### src/rtl/fifo_rd_pkg.sv
// Shared definitions for the FIFO read-side drain controller.
package fifo_rd_pkg;

    typedef enum logic [1:0] {
        ST_IDLE  = 2'd0,
        ST_BURST = 2'd1,
        ST_HALT  = 2'd2
    } rd_state_e;

    localparam int unsigned SKID_DEPTH = 3;
    localparam int unsigned OCC_W      = 2;
    localparam int unsigned PTR_W      = 2;

    // A zero timeout still needs a 1-bit counter.
    function automatic int unsigned cnt_width(input int unsigned cycles);
        return (cycles == 0) ? 1 : $clog2(cycles + 1);
    endfunction

    function automatic logic [PTR_W-1:0] ptr_inc(input logic [PTR_W-1:0] ptr);
        return (ptr == PTR_W'(SKID_DEPTH - 1)) ? '0 : ptr + PTR_W'(1);
    endfunction

endpackage

### src/rtl/rd_skid_buf.sv
// Three-entry in-order register FIFO absorbing the FIFO's read latency.
module rd_skid_buf
    import fifo_rd_pkg::*;
#(
    parameter int unsigned DW = 10
) (
    input  logic             clk,
    input  logic             rst_n,
    input  logic             wr_i,
    input  logic [DW-1:0]    wr_data_i,
    input  logic             rd_i,
    output logic [OCC_W-1:0] occ_o,
    output logic [DW-1:0]    head_data_o,
    output logic             head_valid_o
);

    logic [DW-1:0]    mem_q [SKID_DEPTH];
    logic [PTR_W-1:0] wr_ptr_q;
    logic [PTR_W-1:0] rd_ptr_q;
    logic [OCC_W-1:0] occ_q;
    logic             rd_fire;

    assign rd_fire = rd_i & (occ_q != '0);

    always_ff @(posedge clk or negedge rst_n) begin
        if (!rst_n) begin
            for (int unsigned i = 0; i < SKID_DEPTH; i++) begin
                mem_q[i] <= '0;
            end
            wr_ptr_q <= '0;
            rd_ptr_q <= '0;
            occ_q    <= '0;
        end else begin
            if (wr_i) begin
                mem_q[wr_ptr_q] <= wr_data_i;
                wr_ptr_q        <= ptr_inc(wr_ptr_q);
            end
            if (rd_fire) begin
                rd_ptr_q <= ptr_inc(rd_ptr_q);
            end
            case ({wr_i, rd_fire})
                2'b10:   occ_q <= occ_q + OCC_W'(1);
                2'b01:   occ_q <= occ_q - OCC_W'(1);
                default: occ_q <= occ_q;
            endcase
        end
    end

    assign occ_o        = occ_q;
    assign head_data_o  = mem_q[rd_ptr_q];
    assign head_valid_o = (occ_q != '0);

endmodule

### src/rtl/fifo_drain_ctrl.sv
// Read-side FIFO controller: burst/timeout drain FSM, credit-limited pop, skid output.
module fifo_drain_ctrl
    import fifo_rd_pkg::*;
#(
    parameter int unsigned data_width     = 10,
    parameter int unsigned timeout_cycles = 16
) (
    input  logic                  clk,
    input  logic                  reset,
    input  logic [data_width-1:0] FIFO_data_out,
    input  logic                  empty_fifo,
    input  logic                  almost_empty_fifo,
    input  logic                  error,
    output logic                  pop,
    output logic [data_width-1:0] data_out,
    output logic                  valid_out,
    input  logic                  ready_in,
    output logic                  drain_active,
    output logic                  err_sticky
);

    localparam int unsigned          CW         = cnt_width(timeout_cycles);
    localparam logic [CW-1:0]        CNT_MAX    = CW'(timeout_cycles);
    localparam logic [OCC_W:0]       CREDIT_MAX = (OCC_W + 1)'(SKID_DEPTH);

    rd_state_e        state_q, state_d;
    logic [CW-1:0]    cnt_q, cnt_d;
    logic             inflight_q;
    logic             err_q;
    logic [OCC_W-1:0] occ;
    logic [OCC_W:0]   credit_used;

    assign credit_used = {1'b0, occ} + {{OCC_W{1'b0}}, inflight_q};

    always_ff @(posedge clk or negedge reset) begin
        if (!reset) begin
            state_q    <= ST_IDLE;
            cnt_q      <= '0;
            inflight_q <= 1'b0;
            err_q      <= 1'b0;
        end else begin
            state_q    <= state_d;
            cnt_q      <= cnt_d;
            inflight_q <= pop;
            err_q      <= err_q | error;
        end
    end

    // The timeout compares the post-increment count so the first non-empty cycle counts as 1.
    always_comb begin
        state_d = state_q;
        cnt_d   = cnt_q;
        pop     = 1'b0;
        if (error) begin
            state_d = ST_HALT;
        end else begin
            case (state_q)
                ST_IDLE: begin
                    if (empty_fifo) begin
                        cnt_d = '0;
                    end else if (cnt_q != CNT_MAX) begin
                        cnt_d = cnt_q + CW'(1);
                    end
                    if (!empty_fifo && (!almost_empty_fifo || cnt_d == CNT_MAX)) begin
                        state_d = ST_BURST;
                    end
                end
                ST_BURST: begin
                    pop = !empty_fifo && (credit_used < CREDIT_MAX);
                    if (empty_fifo) begin
                        state_d = ST_IDLE;
                        cnt_d   = '0;
                    end
                end
                ST_HALT: begin
                    state_d = ST_HALT;
                end
                default: begin
                    state_d = ST_IDLE;
                end
            endcase
        end
    end

    rd_skid_buf #(
        .DW (data_width)
    ) u_skid (
        .clk          (clk),
        .rst_n        (reset),
        .wr_i         (inflight_q),
        .wr_data_i    (FIFO_data_out),
        .rd_i         (valid_out & ready_in),
        .occ_o        (occ),
        .head_data_o  (data_out),
        .head_valid_o (valid_out)
    );

    assign drain_active = (state_q == ST_BURST);
    assign err_sticky   = err_q;

endmodule

### config.mk
export PLATFORM = sky130hd
export DESIGN_NAME = fifo_drain_ctrl
export DESIGN_NICKNAME = d
export VERILOG_FILES = /design/src/rtl/fifo_rd_pkg.sv /design/src/rtl/rd_skid_buf.sv /design/src/rtl/fifo_drain_ctrl.sv
export SDC_FILE = /design/constraint.sdc
export NUM_CORES = 1
export LEC_CHECK = 0
export ABC_AREA = 1
export CAP_MARGIN = 20
export CORE_UTILIZATION = 45
export CTS_CLUSTER_DIAMETER = 80
export CTS_CLUSTER_SIZE = 12
export DETAILED_ROUTE_END_ITERATION = 12
export MAX_ROUTING_LAYER = met4
export PLACE_DENSITY = 0.68
export SETUP_SLACK_MARGIN = 0.02
export SLEW_MARGIN = 25
export SYNTH_ARGS = -nofsm -noshare
export SYNTH_HDL_FRONTEND = slang
export SYNTH_SLANG_ARGS = --single-unit
### constraint.sdc
create_clock -name clk -period 4.3 [get_ports clk]
set_input_delay 0.43 -clock clk [delete_from_list [all_inputs] [get_ports clk]]
set_output_delay 0.43 -clock clk [all_outputs]
set_load 0.01 [all_outputs]
==> impl_metrics.tcl <==
set metrics [dict create \
    final_antenna_net_count 0 \
    track_usage_pct 18.6 \
    drive_gt1_share_pct 8.39 \
    clk_latency_ns 0.29 \
    avgSynthCellArea_um2 8.58 \
    post_cts_resize_count 0 \
    cts-buffers-inserted 5 \
    slew_headroom_pct 45.0 \
    die_h_um 70.9 \
    post-route-period-util_pct 63.6 \
    fill_cells 425 \
    gp_congestion 0.829 \
    synthCells 249 \
    ff_latch_area_mm2 0.00113 \
    cts.sinks 45 \
    drv_slew 0 \
    holdWs_ns 0.117 \
    io_pins 30 \
    dp.cells 320 \
    drt_iter0_drc 111 \
    vdd_drop_max_uv 375 \
    fin_tns_setup_ns 0 \
    tightest_slew_ns 0.822 \
    crit_type "reg2out" \
    drc_errors 2 \
    status "finished with violations" \
    fin_cells 326 \
    p_total_w 0.00122 \
    dr.pass1.iters 10 \
    cts_tree "built" \
    hold_viol 0 \
    violations "design-rule violations" \
    portBuffers 29 \
    slowest_delay_ns 0.66 \
    crit_slowest_cell "nor2_1" \
    h-tree-depth 2 \
    multiInputGateArea_um2 803 \
    wire_per_inst_um 12.2 \
    end_kind "output pin" \
    finClkSkew_ns 0.00459 \
    worstPathMaxFanout 13 \
    vias 1620 \
    fin_crit_ns 2.74 \
    synth_nets 270 \
    powerDensity_mw_per_mm2 485 \
    viasPerCell 4.97 \
    diodes 0 \
    grt_pass1_wl_um 6990 \
    async_reset_ff_share_pct 100 \
    initial_core_util_pct 48.1 \
    setup-violations-final 0 \
    synth-seq-cells 45 \
    synth-main-ff-cell "dfrtp_1" \
    rows 24 \
    post_dp_cell_area_mm2 0.00245 \
    route.final.wire_length_um 3990 \
    fp.dieArea_mm2 0.00503 \
    clock-root-buffer "clkbuf_8" \
    dieWidth_um 70.9 \
    design_area_mm2 0.00253 \
    rsz0062_at_grt "false" \
    detailed_place_hpwl_um 2750 \
    core-area_mm2 0.00444 \
    cts_hold_buf 0 \
    clk_path_buf_depth 2 \
    critPathLaunchType "register" \
    synth-edff-count 0 \
    synth_cell_type_count 25 \
    synth.cell_area_mm2 0.00214 \
    worst_ep_arrival_time_ns 2.31 \
    cts_setup_buffers 0 \
    cp_cell_sequence "nor2_1, nand2_1, o211ai_1, clkdlybuf4s50_1" \
    grt_max_degree 46 \
    area_growth_pct 18.2 \
    grt-ovfl-total 0 \
    ys_seq_area_share_pct 52.7 \
    path_clk_slew_ns 0.08 \
    crit_required_ns 3.87 \
    worstHoldPathType "in2async" \
    power.leakage_nw 1.31 \
    max_freq_mhz 365 \
    grt_antenna_before_repair 0 \
    maxCapViolations 0 \
    grt_pass1_vias 1548 \
    yosys_warnings 0 \
    fin_nets 296 \
]
[metrics by stage]
step / worst slack [ns] / util, %
finish: 1.56 / 56.8
global route: 1.37 / 56.8
CTS: 1.53 / 56.8
detailed placement: 1.87 / 55.1
global placement: 1.86 / 55.1
floorplan: 2.69 / -
[final timing paths]
path	cells after the start	to	slack [ns]	from
max	4	data_out[8]	1.56	u_skid.rd_ptr_q[1]
min	1	cnt_q[0]	0.12	reset
max reg2reg	7	u_skid.occ_o[1]	2.61	u_skid.occ_o[0]
min reg2reg	1	err_sticky	0.48	err_sticky
max in group asynchronous	1	u_skid.occ_o[0]	3.81	reset
min in group clk	1	err_sticky	0.48	err_sticky
[cells in the mapped netlist, types with 4 or more instances]
master    number  share of area, %
o21ai_1       36               8.4
o211ai_1      10               3.5
inv_2          5              0.88
nor2_1         5              0.88
nand2_2        4               1.2
inv_1         31               5.4
nand2_1       58                10
dfrtp_1       45                53
clkbuf_1      10               1.8
nand3_1       19               4.4
ha_1           5               2.9
[sequential cells by signal, indices dropped and copies added (netlist names)]
name             cells
cnt_q                5
err_sticky           1
inflight_q           1
state_q              2
u_skid.mem_q        30
u_skid.occ_o         2
u_skid.rd_ptr_q      2
u_skid.wr_ptr_q      2
[kinds of logic (layout without fill, tap and decap cells)]
family	count (synthesis)	after routing	synth area share, %
compound gates	54	54	14.4
xor+xnor	2	2	0.820
fa+ha+maj	5	5	2.93
buf+inv	48	73	9.72
flops	45	45	52.7
simple gates	95	95	19.4
[cell usage in the layout (no fill, tap or decap), types with 2 or more instances in the layout]
cell type	synthesis	final
xnor2_1	2	2
nand2_1	58	58
ha_1	5	5
bufinv_8	2	2
o211ai_1	10	10
nor2_2	2	2
clkdlybuf4s50_1	0	28
nand3_1	19	19
nor2_1	5	5
o21ai_1	36	36
inv_2	5	5
dfrtp_1	45	45
or2_1	2	2
clkbuf_8	0	5
o22ai_1	2	2
nand2_2	4	4
inv_1	31	31
nand4_1	2	2
o21ai_0	2	2
[metal layers]
layer | wire [µm] | vias to the layer above | global-route usage (%)
li1 | - | 861 | -
met1 | 2070 | 731 | 24.6
met2 | 1750 | 21 | 28.6
met3 | 119 | 7 | 4.27
met4 | 60 | 0 | 6.00
met5 | 0 | - | -
[area by class of cell]
class	count	share of cell area [%]
Timing Repair Buffer	29	11.4
Inverter	38	6.74
Clock inverter	1	0.198
Sequential cell	45	44.6
Multi-Input combinational cell	156	31.8
Tap cell	52	2.58
Clock buffer	5	2.72
[power breakdown]
group / internal, W / total, W / switching, W
combinational: 0.000245 / 0.000480 / 0.000235
sequential: 0.000458 / 0.000504 / 0.0000461
clock: 0.000107 / 0.000241 / 0.000134
total: 0.000810 / 0.00122 / 0.000415
[critical path: cells and delay by family, from the launching register on]
| kind | cells | cell delay [ns] |
|---|---|---|
| flip-flops | 1 | 0.53 |
| buffers and inverters | 1 | 0.57 |
| AO/OA/AOI/OAI | 1 | 0.14 |
| AND/OR/NAND/NOR | 2 | 0.78 |
(Power assumes the default switching activity.)
